### src/rtl/ahb_output_stage_arb.sv
// AHB bus-matrix output stage: round-robin arbitration of 3 decoder ports onto one slave.
// Optional AHB_OUT_LOCK_EN: HMASTLOCK from the owner holds the grant through locked sequences.
module ahb_output_stage_arb #(
  parameter int ADDR_W = 32,
  parameter int DATA_W = 32
) (
  input  logic              HCLK,
  input  logic              HRESETn,

  input  logic              sel_op0,
  input  logic [ADDR_W-1:0] addr_op0,
  input  logic [1:0]        trans_op0,
  input  logic              write_op0,
  input  logic [2:0]        size_op0,
  input  logic [2:0]        burst_op0,
  input  logic [3:0]        prot_op0,
  input  logic [3:0]        master_op0,
  input  logic              mastlock_op0,
  input  logic [DATA_W-1:0] wdata_op0,
  output logic              active_op0,

  input  logic              sel_op1,
  input  logic [ADDR_W-1:0] addr_op1,
  input  logic [1:0]        trans_op1,
  input  logic              write_op1,
  input  logic [2:0]        size_op1,
  input  logic [2:0]        burst_op1,
  input  logic [3:0]        prot_op1,
  input  logic [3:0]        master_op1,
  input  logic              mastlock_op1,
  input  logic [DATA_W-1:0] wdata_op1,
  output logic              active_op1,

  input  logic              sel_op2,
  input  logic [ADDR_W-1:0] addr_op2,
  input  logic [1:0]        trans_op2,
  input  logic              write_op2,
  input  logic [2:0]        size_op2,
  input  logic [2:0]        burst_op2,
  input  logic [3:0]        prot_op2,
  input  logic [3:0]        master_op2,
  input  logic              mastlock_op2,
  input  logic [DATA_W-1:0] wdata_op2,
  output logic              active_op2,

  output logic              HSELM,
  output logic [ADDR_W-1:0] HADDRM,
  output logic [1:0]        HTRANSM,
  output logic              HWRITEM,
  output logic [2:0]        HSIZEM,
  output logic [2:0]        HBURSTM,
  output logic [3:0]        HPROTM,
  output logic [3:0]        HMASTERM,
  output logic              HMASTLOCKM,
  output logic [DATA_W-1:0] HWDATAM,
  output logic              HREADYMUXM,
  input  logic              HREADYOUTM
);

  localparam logic [1:0] TR_IDLE = 2'b00;
  localparam logic [1:0] TR_BUSY = 2'b01;
  localparam logic [1:0] TR_SEQ  = 2'b11;

  logic [1:0] addr_port;
  logic       no_port;
  logic [1:0] data_port;
  logic       data_valid;

  logic [1:0] next_port;
  logic       next_no_port;
  logic [3:0] sel_v;
  logic [3:0] req_v;
  logic [3:0] lock_v;
  logic [1:0] trans_owner;
  logic       lock_hold;
  logic       hold;

  function automatic logic [1:0] rr_step(input logic [1:0] p);
    return (p >= 2'd2) ? 2'd0 : p + 2'd1;
  endfunction

  assign sel_v  = {1'b0, sel_op2, sel_op1, sel_op0};
  assign req_v  = sel_v & {1'b0, trans_op2 != TR_IDLE, trans_op1 != TR_IDLE, trans_op0 != TR_IDLE};
  assign lock_v = {1'b0, mastlock_op2, mastlock_op1, mastlock_op0};

  always_comb begin
    trans_owner = TR_IDLE;
    case (addr_port)
      2'd0:    trans_owner = trans_op0;
      2'd1:    trans_owner = trans_op1;
      2'd2:    trans_owner = trans_op2;
      default: trans_owner = TR_IDLE;
    endcase
  end

`ifdef AHB_OUT_LOCK_EN
  assign lock_hold  = lock_v[addr_port];
  assign HMASTLOCKM = ~next_no_port & lock_v[next_port];
`else
  logic unused_lock;
  assign unused_lock = ^lock_v;
  assign lock_hold   = 1'b0;
  assign HMASTLOCKM  = 1'b0;
`endif

  // An unfinished burst (BUSY/SEQ) or a locked sequence keeps the current owner.
  assign hold = ~no_port & sel_v[addr_port] &
                ((trans_owner == TR_BUSY) | (trans_owner == TR_SEQ) | lock_hold);

  always_comb begin
    logic [1:0] c1;
    logic [1:0] c2;
    c1           = rr_step(addr_port);
    c2           = rr_step(c1);
    next_port    = addr_port;
    next_no_port = 1'b0;
    if (hold)                 next_port = addr_port;
    else if (req_v[c1])       next_port = c1;
    else if (req_v[c2])       next_port = c2;
    else if (req_v[addr_port]) next_port = addr_port;
    else                      next_no_port = 1'b1;
  end

  assign active_op0 = ~next_no_port & (next_port == 2'd0);
  assign active_op1 = ~next_no_port & (next_port == 2'd1);
  assign active_op2 = ~next_no_port & (next_port == 2'd2);
  assign HSELM      = ~next_no_port;

  always_comb begin
    HADDRM   = addr_op0;
    HTRANSM  = trans_op0;
    HWRITEM  = write_op0;
    HSIZEM   = size_op0;
    HBURSTM  = burst_op0;
    HPROTM   = prot_op0;
    HMASTERM = master_op0;
    case (next_port)
      2'd1: begin
        HADDRM   = addr_op1;
        HTRANSM  = trans_op1;
        HWRITEM  = write_op1;
        HSIZEM   = size_op1;
        HBURSTM  = burst_op1;
        HPROTM   = prot_op1;
        HMASTERM = master_op1;
      end
      2'd2: begin
        HADDRM   = addr_op2;
        HTRANSM  = trans_op2;
        HWRITEM  = write_op2;
        HSIZEM   = size_op2;
        HBURSTM  = burst_op2;
        HPROTM   = prot_op2;
        HMASTERM = master_op2;
      end
      default: ;
    endcase
    if (next_no_port) HTRANSM = TR_IDLE;
  end

  always_comb begin
    HWDATAM = wdata_op0;
    case (data_port)
      2'd1:    HWDATAM = wdata_op1;
      2'd2:    HWDATAM = wdata_op2;
      default: HWDATAM = wdata_op0;
    endcase
  end

  assign HREADYMUXM = data_valid ? HREADYOUTM : 1'b1;

  // Everything freezes while the slave stretches a data phase.
  always_ff @(posedge HCLK or negedge HRESETn) begin
    if (!HRESETn) begin
      addr_port  <= 2'd0;
      no_port    <= 1'b1;
      data_port  <= 2'd0;
      data_valid <= 1'b0;
    end else if (HREADYMUXM) begin
      addr_port  <= next_port;
      no_port    <= next_no_port;
      data_port  <= next_port;
      data_valid <= HSELM & (HTRANSM != TR_IDLE);
    end
  end

endmodule
### config.mk
export PLATFORM = sky130hd
export DESIGN_NAME = ahb_output_stage_arb
export DESIGN_NICKNAME = d
export VERILOG_FILES = /design/src/rtl/ahb_output_stage_arb.sv
export SDC_FILE = /design/constraint.sdc
export NUM_CORES = 1
export LEC_CHECK = 0
export ABC_CLOCK_PERIOD_IN_PS = 6900
export BUFFER_PORTS_ARGS = -buffer_cell sky130_fd_sc_hd__buf_2
export CAP_MARGIN = 30
export CORE_AREA = 2 2 132 134
export DETAILED_ROUTE_END_ITERATION = 12
export DIE_AREA = 0 0 134 136
export SLEW_MARGIN = 15
export SYNTH_ARGS = -nofsm -noshare
export SYNTH_HDL_FRONTEND = slang
export SYNTH_SLANG_ARGS = --single-unit
### constraint.sdc
create_clock -name HCLK -period 6.9 [get_ports HCLK]
set_input_delay 2.07 -clock HCLK [delete_from_list [all_inputs] [get_ports HCLK]]
set_output_delay 2.07 -clock HCLK [all_outputs]
set_load 0.02 [all_outputs]
# Yosys cells after proc, flatten, opt, wreduce, memory -nomap -nowiden
# Index checks and enable logic that the tools add are counted.
# word_totals
output_inout_bits	87
ff_bits	4
in_bits	252
# op_classes
n_mux	28
n_addsub	2
eq_ne	6
n_bitwise	10
reduce_logical	6
n_lt_le_gt_ge	5
# op_table
op	n
$pmux W32 S2	2
$pmux W4 S2	2
$mux W2	6
$pmux W3 S2	2
$lt A2 B3 Y1 const B	3
$mux W1	9
$bmux W1 S2	4
$reduce_bool A2 Y1	4
$and A1 B1 Y1	6
$eq A2 B1 Y1 const B	3
$eq A2 B2 Y1 const B	3
$pmux W2 S3	1
$add A2 B1 Y2 const B	2
$ge A2 B2 Y1 const B	2
$logic_not A2 Y1	2
$pmux W2 S2	1
$and A3 B3 Y3	1
$not A1 Y1	2
$pmux W1 S2	1
$or A1 B1 Y1	1

# Depth between registers and ports, before layout
# logic_depth
word_depth	14
mapped_depth	15
depth_no_buf	13

# Worst setup path before layout
# Ideal clock, no wire load.
# synth_timing
path_kind	input to output
start	input port trans_op1[0]
end	output port HADDRM[10]
required_time_ps	4830
path_buffers	3
slack_ps	497
t_arrival_ps	4333
stages	11
cell_sequence	a222oi_1 > nor3_1 > nand2_1 > a21oi_1 > a21o_1 > ha_1 > clkbuf_1 > clkbuf_1 > clkbuf_1 > nor2_1 > a21oi_1
# synth_between
elab_chain_len	9
# synth_lines
element	line	source
start, declared	24	input logic [1:0] trans_op1,
$reduce_bool A2 Y1	83	assign req_v = sel_v & {1'b0, trans_op2 != TR_IDLE, trans_op1 != TR_IDLE, trans_op0 != TR_IDLE};
$and A3 B3 Y3	83	
$bmux W1 S2	119	else if (req_v[c2]) next_port = c2;
$mux W1 (not written as such)	119	
$mux W2	119	
$mux W2	118	else if (req_v[c1]) next_port = c1;
$mux W2 (*)	117	if (hold) next_port = addr_port;
$eq A2 B2 Y1 or $eq A2 B1 Y1 (tied branches)	137	case (next_port)
$pmux W32 S2 (*)	137	
end, declared	47	output logic [ADDR_W-1:0] HADDRM,
# Mark *: on every way between the ends. The rest lies on a longest branch, timed or not. The select of a mux whose other input is x is not followed.

# Final worst setup path
# layout_timing
start	input port trans_op0[0]
end	output port HADDRM[30]
# layout_between
elab_chain_len	9
# layout_lines
element	line	source
start, declared	12	input logic [1:0] trans_op0,
$reduce_bool A2 Y1	83	
$and A3 B3 Y3	83	
$bmux W1 S2	119	
$mux W1 (not written as such)	119	
$mux W2	119	
$mux W2	118	
$mux W2 (*)	117	
$eq A2 B2 Y1 or $eq A2 B1 Y1 (tied branches)	137	
$pmux W32 S2 (*)	137	
# Marks and branches as above.

==> metrics.csv <==
metric;value;unit
clk_skew;0.0801;ps
CTS Buffer Depth;2;
Slew Limit Fails;0;
count of cell types in the netlist;33;
CTS sink cnt;4;
CP Launch Type;input pin;
Worst Hold Path EP;no_port$_DFFE_PN1P_;
Fill cells;1888;
RePlAce Congestion;0.790;
WS Path Type;in2out;
largest net degree at the start of global routing;88;
WP data arrival;4370;ps
die area;0.0182;mm²
RSZ-0062 raised after global routing;false;
worst hold path stage count;1;
Synth Area per Inst;5.82;µm²
Final min period;6440;ps
# DRC;0;
R2R cell count;13;
cells after synthesis;345;
worst reg2reg setup slack;3610;ps
Max Freq;155;MHz
worst skew pair latency;220;ps
Max-Cap Viols;0;
PostCTS Resize Cnt;0;
global-route wire length before repair;15800;µm
register area share after synthesis;5.04;%
clk root buf;clkbuf_16;
postcts setup bufs;0;
Buffers on Ports;334;
drt initial violations;181;
Worst Path Required;4830;ps
total wire length;11100;µm
Antenna diodes;0;
vias in the first global route;3258;
CTS tree;yes;
Total GRT Usage;10.5;%
Final Util;23.7;%
final setup fails;0;
commonest non-fill, non-tap cell in the layout;buf_2;
first drt pass iteration count;4;
Hold WC Path Type;reg2reg;
WL/cell;12.7;µm
Detailed Place HPWL;9080;µm
total number of yosys warnings;0;
final hold slack;622;ps
fin crit share;93.3;%
hold buffer count at cts;0;
initial antenna violation count;0;
Num CTS Buffers;3;
drt via density;4.33;
Critical Path End Type;output pin;
initial core utilization;11.9;%
most frequent cells in the layout;buf_2, nor2_1, a21oi_1;
final hold violation count;0;
Die H;136;µm
Vias;3793;
layout cell share with drive strength beyond 1;54.5;%
Mapped Area;0.00201;mm²
global route overflow;0;
nets@finish;912;
Core ar.;0.0169;mm²
Area growth, synth to finish;98.9;%
htree depth;1;
worst r2r dst;data_valid$_DFFE_PN0P_;
run status;finished clean;
Die W;134;µm
Routed Antenna Nets;0;
io pins;339;
R2R Path Start;data_port[1]$_DFFE_PN0P_;
setup TNS;0;ps
hold path start;no_port$_DFFE_PN1P_;
#FFs+latches synth;4;
critical path fanouts, max;87;
Rows;48;
Syn Nets;606;
Worst-path clk slew;30;ps
-- worst max-delay path, cell delays in order --
cell	delay, ps
buf_2	140
a222oi_1	350
nor3_1	110
nand2_1	200
a21oi_1	110
a21o_1	190
ha_2	350
buf_12	280
nor2_1	130
a21oi_1	160
buf_2	190
-- sequential cells by signal, indices dropped and copies added, names as in the netlist --
signal	count
data_port	2
data_valid	1
no_port	1
-- cells by family (layout without fill, tap and decap cells) --
family / after synthesis / after routing / synth area share, %
compound gates: 184 / 184 / 58.3
other cells: 1 / 1 / 0.187
fa+ha+maj: 9 / 9 / 5.60
flops: 4 / 4 / 5.04
mux: 4 / 4 / 2.12
buf+inv: 43 / 348 / 8.34
simple gates: 100 / 100 / 20.4
-- worst max path at each step --
stage | from | endpoint | depth (start not counted)
after floorplan | trans_op1[0] | HADDRM[10] | 11
after global placement | trans_op0[0] | HADDRM[4] | 11
after detailed placement | trans_op0[0] | HMASTERM[3] | 11
after CTS | trans_op0[0] | HMASTERM[3] | 11
after global routing | trans_op1[1] | HBURSTM[2] | 11
final | trans_op0[0] | HADDRM[30] | 11
-- stage by stage --
step | std cells | cell area, µm² | worst slack, ps
after global placement | 870 | 3900 | 505
after global routing | 875 | 4000 | 297
final | 875 | 4000 | 465
after floorplan | 345 | 2010 | 497
after detailed placement | 870 | 3900 | 490
after CTS | 874 | 3980 | 475
-- cell type report --
type	instances	area (µm²)	share of cell area (%)
sequential	4	101	2.54
inverter	3	11.3	0.282
timing repair buffer	341	1770	44.4
tap	225	282	7.04
multi-input combinational	298	1750	43.8
clock buffer	4	78.8	1.97
-- cell usage after synthesis, drive strengths merged --
library cell,count,share of area (%)
o21a,2,0.75
clkbuf,29,5.4
conb,1,0.19
and2,2,0.75
nor3,2,1.1
dfrtp,3,3.7
nand3b,1,0.37
inv,3,0.56
ha,9,5.6
buf,11,2.4
a222oi,1,0.50
mux2,2,1.1
nor2,85,16
dfstp,1,1.3
mux2i,2,1.0
a2bb2oi,1,0.44
a31oi,2,0.62
a221o,1,0.50
o22a,1,0.44
nand2,6,1.1
a22oi,81,30
o21ai,6,2.1
a21o,2,0.75
a21oi,82,20
nand2b,1,0.31
o22ai,5,1.6
nor2b,3,0.93
-- layer usage --
metal	wire length [µm]	global-route usage, %	vias to the layer above	part of all wire, %
met4	38	0.709	0	0.34
met5	0	0	-	0
li1	-	-	1899	-
met2	5500	19.6	217	50
met3	1100	2.54	4	10
met1	4440	12.8	1673	40
Power is left out: the tool's default activity adds up to more than one toggle a clock period on the data nets, which glitch-free logic cannot reach.
